`src/rtl/beverage_sequencer.sv`:
```
// Recipe sequencer: debounced buttons pick a recipe and run its enabled ingredient valves on a tick base.
// Outputs are registered; a select event in cycle t shows busy and the first valve in t+1; no backpressure.
module beverage_sequencer #(
   parameter int                       N_RECIPES  = 4,
   parameter logic [N_RECIPES*5-1:0]   RECIPE_MASK = 20'h7FCE3,
   parameter int                       TICK_DIV   = 50000000,
   parameter int                       STEP_TICKS = 3,
   parameter int                       FIN_TICKS  = 2,
   parameter int                       DEB_CYCLES = 1000000,
   parameter int                       CNT_W      = 8,
   localparam int                      RW         = $clog2(N_RECIPES)
) (
   input  logic             clk,
   input  logic             reset,
   input  logic             next_n,
   input  logic             select_n,
   input  logic             cancel_n,
   output logic [RW-1:0]    recipe_sel,
   output logic [2:0]       step_code,
   output logic [4:0]       valve,
   output logic             busy,
   output logic             done,
   output logic             aborted,
   output logic [CNT_W-1:0] brew_count
);

   localparam int NXT = 0;
   localparam int SEL = 1;
   localparam int CAN = 2;

   localparam int DW = $clog2(DEB_CYCLES + 1);
   localparam int TW = $clog2(TICK_DIV + 1);
   localparam int KW = $clog2(((STEP_TICKS > FIN_TICKS) ? STEP_TICKS : FIN_TICKS) + 1);

   localparam logic [DW-1:0] DEB_LAST  = DW'(DEB_CYCLES - 1);
   localparam logic [TW-1:0] TICK_LAST = TW'(TICK_DIV - 1);
   localparam logic [KW-1:0] STEP_LAST = KW'(STEP_TICKS - 1);
   localparam logic [KW-1:0] FIN_LAST  = KW'(FIN_TICKS - 1);
   localparam logic [RW-1:0] SEL_LAST  = RW'(N_RECIPES - 1);

   typedef enum logic [1:0] {S_IDLE, S_STEP, S_FINISH} state_t;

   logic [2:0]    raw;
   logic [2:0]    sync1_q, sync2_q, deb_q, press_q;
   logic [DW-1:0] deb_cnt_q [3];

   logic [TW-1:0] presc_q;
   logic          tick;
   logic          brew_start;

   state_t        state_q;
   logic [RW-1:0] recipe_q;
   logic [4:0]    act_mask_q;
   logic [2:0]    step_q;
   logic [KW-1:0] tcnt_q;
   logic [2:0]    code_q;
   logic [4:0]    valve_q;
   logic          busy_q, done_q, abort_q;
   logic [CNT_W-1:0] count_q;

   logic [3:0]       first_hit, next_hit;
   logic [CNT_W-1:0] count_d;

   // Lowest enabled step at or above lo, as {found, index}.
   function automatic logic [3:0] find_step(input logic [4:0] m, input logic [2:0] lo);
      logic [3:0] r;
      r = '0;
      for (int i = 4; i >= 0; i--) begin
         if (m[i] && (3'(i) >= lo)) r = {1'b1, 3'(i)};
      end
      return r;
   endfunction

   function automatic logic [4:0] mask_of(input logic [RW-1:0] r);
      logic [4:0] m;
      m = '0;
      for (int i = 0; i < N_RECIPES; i++) begin
         if (r == RW'(i)) m = RECIPE_MASK[i*5 +: 5];
      end
      return m;
   endfunction

   assign raw = {cancel_n, select_n, next_n};

   // Level only moves after DEB_CYCLES straight disagreeing cycles; the press pulse rides on the 1->0 update.
   always_ff @(posedge clk or posedge reset) begin
      if (reset) begin
         sync1_q <= '1;
         sync2_q <= '1;
         deb_q   <= '1;
         press_q <= '0;
         for (int b = 0; b < 3; b++) deb_cnt_q[b] <= '0;
      end else begin
         sync1_q <= raw;
         sync2_q <= sync1_q;
         for (int b = 0; b < 3; b++) begin
            press_q[b] <= 1'b0;
            if (sync2_q[b] == deb_q[b]) begin
               deb_cnt_q[b] <= '0;
            end else if (deb_cnt_q[b] == DEB_LAST) begin
               deb_cnt_q[b] <= '0;
               deb_q[b]     <= sync2_q[b];
               press_q[b]   <= ~sync2_q[b];
            end else begin
               deb_cnt_q[b] <= deb_cnt_q[b] + 1'b1;
            end
         end
      end
   end

   assign tick       = (presc_q == TICK_LAST);
   assign brew_start = (state_q == S_IDLE) && press_q[SEL];

   always_ff @(posedge clk or posedge reset) begin
      if (reset) begin
         presc_q <= '0;
      end else if (brew_start || tick) begin
         presc_q <= '0;
      end else begin
         presc_q <= presc_q + 1'b1;
      end
   end

   assign first_hit = find_step(mask_of(recipe_q), 3'd0);
   assign next_hit  = find_step(act_mask_q, step_q + 3'd1);
   assign count_d   = (count_q == '1) ? count_q : count_q + 1'b1;

   always_ff @(posedge clk or posedge reset) begin
      if (reset) begin
         state_q    <= S_IDLE;
         recipe_q   <= '0;
         act_mask_q <= '0;
         step_q     <= '0;
         tcnt_q     <= '0;
         code_q     <= '0;
         valve_q    <= '0;
         busy_q     <= 1'b0;
         done_q     <= 1'b0;
         abort_q    <= 1'b0;
         count_q    <= '0;
      end else begin
         abort_q <= 1'b0;
         case (state_q)
            S_IDLE: begin
               // Select wins over next and cancel in the same cycle.
               if (press_q[SEL]) begin
                  act_mask_q <= mask_of(recipe_q);
                  tcnt_q     <= '0;
                  busy_q     <= 1'b1;
                  if (first_hit[3]) begin
                     state_q <= S_STEP;
                     step_q  <= first_hit[2:0];
                     code_q  <= first_hit[2:0] + 3'd1;
                     valve_q <= 5'd1 << first_hit[2:0];
                  end else begin
                     state_q <= S_FINISH;
                     code_q  <= 3'd6;
                     done_q  <= 1'b1;
                     count_q <= count_d;
                  end
               end else if (press_q[NXT]) begin
                  recipe_q <= (recipe_q == SEL_LAST) ? '0 : recipe_q + 1'b1;
               end
            end
            S_STEP: begin
               if (press_q[CAN]) begin
                  state_q <= S_IDLE;
                  code_q  <= '0;
                  valve_q <= '0;
                  busy_q  <= 1'b0;
                  abort_q <= 1'b1;
               end else if (tick) begin
                  if (tcnt_q == STEP_LAST) begin
                     tcnt_q <= '0;
                     if (next_hit[3]) begin
                        step_q  <= next_hit[2:0];
                        code_q  <= next_hit[2:0] + 3'd1;
                        valve_q <= 5'd1 << next_hit[2:0];
                     end else begin
                        state_q <= S_FINISH;
                        code_q  <= 3'd6;
                        valve_q <= '0;
                        done_q  <= 1'b1;
                        count_q <= count_d;
                     end
                  end else begin
                     tcnt_q <= tcnt_q + 1'b1;
                  end
               end
            end
            S_FINISH: begin
               if (press_q[CAN] || (tick && (tcnt_q == FIN_LAST))) begin
                  state_q <= S_IDLE;
                  tcnt_q  <= '0;
                  code_q  <= '0;
                  busy_q  <= 1'b0;
                  done_q  <= 1'b0;
               end else if (tick) begin
                  tcnt_q <= tcnt_q + 1'b1;
               end
            end
            default: state_q <= S_IDLE;
         endcase
      end
   end

   assign recipe_sel = recipe_q;
   assign step_code  = code_q;
   assign valve      = valve_q;
   assign busy       = busy_q;
   assign done       = done_q;
   assign aborted    = abort_q;
   assign brew_count = count_q;

endmodule

```
`config.mk`:
```
export PLATFORM = sky130hd
export DESIGN_NAME = beverage_sequencer
export DESIGN_NICKNAME = d
export VERILOG_FILES = /design/src/rtl/beverage_sequencer.sv
export SDC_FILE = /design/constraint.sdc
export NUM_CORES = 1
export LEC_CHECK = 0
export BUFFER_PORTS_ARGS = -buffer_cell sky130_fd_sc_hd__buf_2
export CELL_PAD_IN_SITES_DETAIL_PLACEMENT = 1
export CELL_PAD_IN_SITES_GLOBAL_PLACEMENT = 2
export CORE_MARGIN = 5
export CORE_UTILIZATION = 35
export CTS_CLUSTER_SIZE = 16
export DETAILED_ROUTE_END_ITERATION = 10
export HOLD_SLACK_MARGIN = 0.06
export PLACE_DENSITY = 0.71
export SLEW_MARGIN = 10
export SYNTH_ARGS = -nofsm -noshare
export SYNTH_HDL_FRONTEND = slang
export SYNTH_SLANG_ARGS = --single-unit
```
`constraint.sdc`:
```
create_clock -name clk -period 7.68 [get_ports clk]
set_clock_uncertainty 0.15 [all_clocks]
set_input_delay 0 -clock clk [delete_from_list [all_inputs] [get_ports clk]]
set_output_delay 0 -clock clk [all_outputs]
set_load 0.02 [all_outputs]
```
==> results_dict.tcl, run 1 <==
set metrics [dict create \
    io_buffers 25 \
    grt_pass1_vias 5135 \
    worstSetupStartpointType "flip-flop" \
    cp.arrival_ps 3120 \
    fp.dieW_um 147 \
    maxSlewHeadroom_pct 35.7 \
    ys_seq_area_share_pct 49.9 \
    critical-path-max-stage-delay_ps 570 \
    die_area_um2 21500 \
    whs_endpoint "sync1_q[0]" \
    dp.cells 893 \
    hpwl_um 10400 \
    avgViaCountPerCell 5.13 \
    switching_share_pct 21.3 \
    cts_resized 0 \
    tightest_slew_ps 965 \
    ant_nets 0 \
    cts_made_buffers 17 \
    synth_area_leaders "dfrtp_1 (46%), xor2_1 (7.1%), nor2_1 (6.1%)" \
    p_leak_nw 3.39 \
    syn_nets 670 \
    cts_tree "built" \
    cts_setup_buffers 0 \
    yosysMostFrequentCell "dfrtp_1" \
    endpoint_kind "flip-flop" \
    drtIter0Drc 150 \
    worstPathCellList "ha_1 -> o311ai_1 -> nand4b_1 -> o21ai_2 -> mux2_1" \
    hold_violations 0 \
    comb_power_share_pct 1.9 \
    hold_class "in -> reg" \
    crit_required_ps 7830 \
    fp-row-count 50 \
    ir_worst_vdd_mv 0.155 \
    setup_viol 0 \
    gp_congestion 0.807 \
    gr-total-overflow 0 \
    drive_gt1_share_pct 12.2 \
    num_antenna_cells 0 \
    synthesis.area_um2 6540 \
    die_h_um 147 \
    pwr-share-clk_pct 52.9 \
    rrSetupSlack_ps 4710 \
    final_cell_count_no_fill 930 \
    synth-async-reset-ratio_pct 100 \
    p_sw_uw 328 \
    min_period_ps 2970 \
    fin_tns_setup_ps 0 \
    wire_per_inst_um 15.9 \
    crit_slowest_cell "o311ai_1" \
    slew_viol_final 0 \
    synthCells 640 \
    firstDrtPassIters 4 \
    max_freq_ghz 0.337 \
    worstHoldPathCells 2 \
    grt_usage_pct 14.5 \
    grt_max_degree 76 \
    grt_first_pass_wirelength_um 25800 \
    status "completed" \
    drv_cap 0 \
    powerDensity_nw_per_um2 204 \
    crit_path_max_fanout 8 \
    cts_buffer_depth 2 \
    cts_sinks 130 \
    clock_latency_ps 420 \
    min_from "next_n" \
    postSynthAreaPerCell_um2 10.2 \
    synth_ff_type "dfrtp_1" \
    fin_ws_ps 4710 \
    synthTopCellsByCount "dfrtp_1 (121), nor2_1 (107), xor2_1 (53), nand2_1 (47), nand3_1 (45)" \
    synth_area_leader_cell "dfrtp_1" \
    dp_slack_ps 4750 \
    reg2reg_to "brew_count[1]" \
    dr_total_vias 4767 \
    yosys_warnings 0 \
    internal_power_mw 1.22 \
    synth_top_area_share_pct 46.3 \
    rsz0062_at_grt "no" \
    reg2reg_from "step_q[0]" \
    synth_edf_count 0 \
    drc 0 \
    io_pins 26 \
    cts-root-buf "clkbuf_16" \
    seqPwrFrac_pct 45.1 \
    drt-total-wl_um 14800 \
    finalCritPeriodShare_pct 38.7 \
    reg2reg_depth 5 \
    start_util_pct 35.2 \
    syn_to_final_growth_pct 16.1 \
    ys_ff_latch 130 \
    grt_antenna_before_repair 0 \
    clk_pin_slew_ps 60 \
    htree_levels 4 \
    fillers 2069 \
    layout.nets 713 \
    finish.utilization_pct 40.8 \
    path_class "reg -> reg" \
    placeableCoreArea_um2 18600 \
    yosysUniqueCellTypes 59 \
]
cell usage in the layout (no fill, tap or decap), types with 6 or more instances in the layout:
cell type  instances
dfrtp_1          121
nor2_1           107
xor2_1            53
nand2_1           47
nand3_1           45
xnor2_1           36
ha_1              25
buf_2             25
inv_1             23
nand4_1           23
clkbuf_16         17
and3_1            14
and4_1             9
a21oi_1            9
dfstp_2            9
nor4_1             8
nor4b_1            7
nor2b_1            7
and2_1             6
metal layers:
| layer | GRT usage, % | routed length [um] | vias to the layer above |
|---|---|---|---|
| met1 | 18.9 | 6840 | 2413 |
| met3 | 3.29 | 341 | 21 |
| met5 | 0 | 0 | - |
| met4 | 4.80 | 204 | 0 |
| met2 | 24.0 | 7370 | 35 |
| li1 | - | - | 2298 |
logic make-up (layout without fill, tap and decap cells):
family                     count (synthesis)  in the layout  synth area share, %
AOI/OAI and AO/OA                         47             47                 5.36
xor gates and xnor gates                  89             89                 11.9
adders and majority gates                 25             25                 4.78
buffers and inverters                     32             88                 1.84
DFF                                      130            130                 49.9
muxes                                     11             11                 1.84
and+or+nand+nor                          306            306                 24.3
per-stage QoR:
step	hold WS, ps	cell area, um2	total power, mW
after floorplan	-146	6540	0.728
after global placement	-43.6	6950	0.737
after detailed placement	-43.1	6950	0.739
after CTS	65.8	7590	1.57
after global routing	79.9	7590	1.60
final	81.7	7590	1.54
final cells by class:
type | instances | area (um2) | share of cell area, %
Timing Repair Buffer | 32 | 190 | 2.51
Clock inverter | 10 | 135 | 1.78
Tap cell | 234 | 293 | 3.86
Sequential cell | 130 | 3260 | 43.0
Inverter | 24 | 92.6 | 1.22
Clock buffer | 22 | 454 | 5.99
Multi-Input combinational cell | 478 | 3160 | 41.6
worst max path at each step:
stage | start | endpoint | slack (ps) | depth (start not counted)
after floorplan | reset | aborted | 4080 | 1
after global placement | step_q[0] | brew_count[1] | 4870 | 5
after detailed placement | step_q[0] | brew_count[1] | 4750 | 5
after CTS | step_q[0] | brew_count[1] | 4730 | 5
after global routing | step_q[0] | brew_count[3] | 4470 | 6
final | step_q[0] | brew_count[1] | 4710 | 5
flip-flops by register name (all words and copies together), names as in the netlist, 3 cells and up:
signal,cells
step_q,3
brew_count,8
presc_q,26
act_mask_q,4
deb_q,3
press_q,3
sync1_q,3
valve,5
deb_cnt_q,60
step_code,3
sync2_q,3
critical path, delay by kind of cell, from the launching register on:
family / cells / cell delay, ps
simple gates: 1 / 450
fa+ha+maj: 1 / 390
flops: 1 / 450
mux: 1 / 360
compound gates: 2 / 1040
power groups by stage:
stage | Sequential, mW | Clock, mW | Combinational (mW)
after detailed placement | 0.709 | 0 | 0.0297
after CTS | 0.697 | 0.840 | 0.0319
final | 0.697 | 0.817 | 0.0299
after floorplan | 0.708 | 0 | 0.0204
after global routing | 0.698 | 0.871 | 0.0356
after global placement | 0.709 | 0 | 0.0283
what timing repair did:
item	4_1_cts	5_1_grt
endpoints found under the setup margin	0	0
hold buffers	5	0
endpoints found under the hold margin	58	0
Note: power is estimated with default switching activity, not from simulation.
==> run 2: changes to the inputs <==
- ABC_AREA: not set -> 1
- PLACE_DENSITY: 0.71 -> 0.76
- clock period: 7.68 -> 2.8 ns (I/O delays scaled with it)
==> run 2 against run 1 <==
Effect of this change:
- area after synthesis rose by 11%
- die area rose by 9.9%
- register-to-register slack got worse by 4400 ps
==> results_dict.tcl, run 2 <==
set metrics [dict create \
    status "completed" \
    grt_pass1_vias 6417 \
    finish.utilization_pct 41.4 \
    grt_antenna_before_repair 0 \
    clk_pin_slew_ps 60 \
    synth_ff_type "dfrtp_1" \
    reg2reg_from "step_q[0]" \
    placeableCoreArea_um2 20300 \
    io_buffers 25 \
    ir_worst_vdd_mv 0.347 \
    worstSetupStartpointType "flip-flop" \
    finalCritPeriodShare_pct 90.6 \
    setup_viol 0 \
    num_antenna_cells 0 \
    cp_common_cell "nand2_1" \
    cts-root-buf "clkbuf_16" \
    synth_top_area_share_pct 41.8 \
    drv_cap 0 \
    cp.arrival_ps 2690 \
    largest_reg_flops 60 \
    reg2reg_to "step_code[2]" \
    synth_area_leader_cell "dfrtp_1" \
    postSynthAreaPerCell_um2 7.94 \
    final_cell_count_no_fill 1244 \
    layout.nets 991 \
    synthXorXnorAreaFrac_pct 4.48 \
    synth_area_leaders "dfrtp_1 (42%), nand2_1 (11%), nor2_1 (6.6%)" \
    muxShareOfSynthArea_pct 0.415 \
    endpoint_kind "flip-flop" \
    p_leak_nw 4.05 \
    grt_usage_pct 15.7 \
    io_pins 26 \
    slew_viol_final 0 \
    crit_path_max_fanout 6 \
    synthCells 912 \
    htree_levels 4 \
    rsz0062_at_grt "no" \
    hold_violations 0 \
    tightest_slew_ps 681 \
    yosys.area_share.simple_pct 31.9 \
    drt-total-wl_um 17600 \
    largest-register "deb_cnt_q" \
    synth_compound_area_share_pct 6.97 \
    drive_gt1_share_pct 12.0 \
    ys_ff_latch 130 \
    path_class "reg -> reg" \
    hold_class "in -> async" \
    dr_total_vias 5971 \
    crit_slowest_cell "dfrtp_1" \
    final_common_cell "nand2_1" \
    ys_seq_area_share_pct 45.1 \
    power_mw 4.30 \
    min_period_ps 2540 \
    synthAdderAreaFrac_pct 4.32 \
    synth-async-reset-ratio_pct 100 \
    synth_top_family_by_area "simple AND/OR/NAND/NOR gates" \
    rrSetupSlack_ps 260 \
    start_util_pct 35.7 \
    holdWs_ps 84.7 \
    fp.dieW_um 154 \
    clock_latency_ps 420 \
    yosys_warnings 0 \
    final_cell_mix "nand2_1 (207), nor2_1 (127), dfrtp_1 (121)" \
    synth_edf_count 0 \
    gr-total-overflow 0 \
    hpwl_um 13200 \
    grt_max_degree 50 \
    firstDrtPassIters 4 \
    cts_buffer_depth 2 \
    cts_resized 0 \
    synthTopCellsByCount "nand2_1 (207), nor2_1 (127), dfrtp_1 (121), inv_1 (111), nand3_1 (45)" \
    cts_made_buffers 17 \
    fin_tns_setup_ps 0 \
    wire_per_inst_um 14.1 \
    drtIter0Drc 243 \
    maxSlewHeadroom_pct 54.5 \
    drc 0 \
    synthesis.area_um2 7240 \
    worstPathCellList "ha_1 -> inv_1 -> nand2_1 -> nand2_1 -> nand3_1 -> nand2_2 -> inv_1 -> nand2_1 -> inv_1 -> ha_1 -> ha_1 -> inv_1 -> nor2_1 -> o22ai_1 -> nand2_1 -> nand2_1" \
    avgViaCountPerCell 4.80 \
    critical-path-max-stage-delay_ps 440 \
    reg2reg_depth 16 \
    yosysUniqueCellTypes 46 \
    crit_required_ps 2950 \
    fp-row-count 52 \
    cts_tree "built" \
    yosysMostFrequentCell "nand2_1" \
    gp_congestion 0.760 \
    cts_sinks 130 \
    die_h_um 154 \
    syn_nets 942 \
    syn_to_final_growth_pct 16.1 \
    powerDensity_nw_per_um2 511 \
    ant_nets 0 \
    dp.cells 1205 \
    grt_first_pass_wirelength_um 30900 \
    max_freq_ghz 0.394 \
    die_area_um2 23700 \
]
## run 2: where the power goes
part           internal, mW  switching, mW
logic                0.0310         0.0693
clock network          1.43          0.861
registers              1.90         0.0110
## run 2: worst max path at each step
stage | start | endpoint | depth (start not counted)
global route | step_q[0] | step_code[2] | 16
finish | step_q[0] | step_code[2] | 16
CTS | step_q[0] | step_code[2] | 16
global placement | step_q[0] | step_code[2] | 16
floorplan | step_q[0] | step_code[2] | 16
detailed placement | step_q[0] | step_code[2] | 16
## run 2: cell families after synthesis
group,Yosys count
buf+inv,128
compound gates,89
xor+xnor,37
fa+ha+maj,25
flops,130
simple gates,500
mux,3
## run 2: critical path: cells and delay by family (launching register included)
kind	cells	cell delay (ps)
adders and majority gates	3	750
and+or+nand+nor	8	750
DFF	1	440
buffers and inverters	4	260
AOI/OAI and AO/OA	1	70
## run 2: area by class of cell
type,count,area (um2)
tap,270,338
timing repair buffer,38,265
sequential,130,3260
clock buffer,20,447
clock inverter,12,155
multi-input combinational,654,3480
inverter,120,454
fill,2496,11900
## run 2: routing by layer
layer	vias up	routed length [um]	GRT usage, %
li1	3050	-	-
met3	9	298	3.32
met2	36	8270	26.0
met5	-	0	0
met4	0	130	3.95
met1	2876	8880	21.1
## run 2: repair_timing
action / 4_1_cts / 5_1_grt
endpoints found under the hold margin: 104 / 0
buffers inserted: 0 / 0
hold buffers: 7 / 0
## run 2: stage by stage
| step | cell area [um2] | setup WS, ps |
|---|---|---|
| floorplan | 7240 | 535 |
| global placement | 7730 | 353 |
| detailed placement | 7730 | 271 |
| CTS | 8410 | 242 |
| global route | 8410 | 21.7 |
| finish | 8410 | 263 |
==> run 3: changes to the inputs <==
- CELL_PAD_IN_SITES_DETAIL_PLACEMENT: 1 -> 0
- CELL_PAD_IN_SITES_GLOBAL_PLACEMENT: 2 -> 1
- PLACE_DENSITY: 0.76 -> 0.64
==> run 3 against run 2 <==
Effect of this change:
- sequential share of layout area up 0.052 points
- critical path depth unchanged
- power up 1.4%
- non-clock buffer count down 2
- worst setup slack better by 74 ps
- global-route usage down 1.4 points
- first-iteration DRC count up 31%
- sequential power about the same
- via count down 2.0%
- worst hold slack better by 94 ps
- wire length down 7.6%
- critical endpoint unchanged
==> results_dict.tcl, run 3 (synthesis gave the netlist of run 2 again) <==
set metrics [dict create \
    rrSetupSlack_ps 340 \
    drv_cap 0 \
    die_area_um2 23700 \
    dp_slack_ps 349 \
    status "completed" \
    io_buffers 25 \
    grt_pass1_vias 5780 \
    finalCritPeriodShare_pct 88.0 \
    powerDensity_nw_per_um2 519 \
    tightest_slew_ps 713 \
    max_freq_ghz 0.406 \
    fp-row-count 52 \
    grt_antenna_before_repair 0 \
    critical-path-max-stage-delay_ps 430 \
    hold_violations 0 \
    cts_tree "built" \
    met2_usage_pct 22.9 \
    cp_common_cell "nand2_1" \
    path_class "reg -> reg" \
    grt_first_pass_wirelength_um 28100 \
    avgViaCountPerCell 4.71 \
    rsz0062_at_grt "no" \
    crit_required_ps 2970 \
    ant_nets 0 \
    drtIter0Drc 318 \
    p_leak_nw 4.04 \
    gr-total-overflow 0 \
    fin_tns_setup_ps 0 \
    worstSetupStartpointType "flip-flop" \
    gp_congestion 0.770 \
    ir_worst_vdd_mv 0.375 \
    drc 0 \
    drive_gt1_share_pct 11.9 \
    drt-total-wl_um 16300 \
    syn_to_final_growth_pct 16.0 \
    placeableCoreArea_um2 20300 \
    stdcell_area_um2 8390 \
    use_met3_pct 3.06 \
    final_cell_mix "nand2_1 (207), nor2_1 (127), dfrtp_1 (121)" \
    worstPathCellList "ha_1 -> inv_1 -> nand2_1 -> nand2_1 -> nand3_1 -> nand2_2 -> inv_1 -> nand2_1 -> inv_1 -> ha_1 -> ha_1 -> inv_1 -> nor2_1 -> o22ai_1 -> nand2_1 -> nand2_1" \
    maxSlewHeadroom_pct 52.5 \
    crit_slowest_cell "dfrtp_1" \
    crit_path_max_fanout 6 \
    fin_ws_ps 337 \
    clk_pin_slew_ps 60 \
    final_common_cell "nand2_1" \
    wire_per_inst_um 13.1 \
    cts_sinks 130 \
    fp.dieW_um 154 \
    setup_viol 0 \
    io_pins 26 \
    grt_busiest_layer "met2" \
    num_antenna_cells 0 \
    firstDrtPassIters 6 \
    grt_max_degree 131 \
    die_h_um 154 \
    start_util_pct 35.7 \
    dr_total_vias 5851 \
    cts-root-buf "clkbuf_16" \
    cts_resized 0 \
    grt_usage_pct 14.3 \
    hpwl_um 11500 \
    largest-register "deb_cnt_q" \
    cp.arrival_ps 2630 \
    hold_class "in -> async" \
    layout.nets 989 \
    endpoint_kind "flip-flop" \
    htree_levels 4 \
    largest_reg_flops 60 \
    clock_latency_ps 420 \
    slew_viol_final 0 \
    min_period_ps 2460 \
    dpl_cell_area_um2 7710 \
    met1_usage_pct 19.6 \
    cts_setup_buffers 0 \
    cts_buffer_depth 2 \
    cts_made_buffers 17 \
]
-- run 3: changes by cell type in the layout (fill, tap and decap cells not counted) --
cell and delta:
clkbuf_1 -1, buf_4 -1, buf_12 -1, clkinv_4 +2, clkinv_2 -3, inv_6 +2
-- run 3: per-stage QoR --
stage	util, %	hold slack (ps)	cells	power [mW]
2_1_floorplan	-	-146	912	2.00
3_3_place_gp	38.0	-43.5	1203	2.03
3_5_place_dp	38.0	-43.8	1203	2.03
4_1_cts	41.4	207	1242	4.43
5_1_grt	41.4	214	1242	4.53
6_report	41.4	179	1242	4.36
-- run 3: layout make-up --
class                           count  area (um2)
Clock buffer                       19         443
Inverter                          120         454
Sequential cell                   130        3260
Timing Repair Buffer               36         238
Clock inverter                     13         175
Tap cell                          270         338
Fill cell                        2112       11900
Multi-Input combinational cell    654        3480
-- run 3: worst max-delay path: cells and delay by family (launching register included) --
kind | cells | cell delay, ps
compound gates | 1 | 70
fa+ha+maj | 3 | 730
buf+inv | 4 | 250
flops | 1 | 430
simple gates | 8 | 720
-- run 3: routing by layer --
metal	vias up	wire (um)
met4	0	196
li1	3040	-
met5	-	0
met3	18	434
met2	59	7420
met1	2734	8200
-- run 3: timing repair --
action / 4_1_cts / 5_1_grt
hold buffers: 7 / 0
endpoints found under the setup margin: 0 / 0
endpoints found under the hold margin: 124 / 0
-- run 3: path summary, 6_finish.rpt --
path / depth (start not counted) / startpoint / to
max in group asynchronous: 4 / reset / presc_q[7]
worst min-delay path: 4 / reset / deb_cnt_q[15]
min in group clk: 0 / sync1_q[2] / sync2_q[2]
worst min register to register: 0 / sync1_q[2] / sync2_q[2]
worst max register to register: 16 / step_q[0] / step_code[2]
worst max-delay path: 16 / step_q[0] / step_code[2]
-- run 3: where the power goes --
part           switching [mW]  internal (mW)
Combinational          0.0666         0.0272
Sequential             0.0111           1.90
Clock                   0.914           1.44
Total                   0.992           3.37
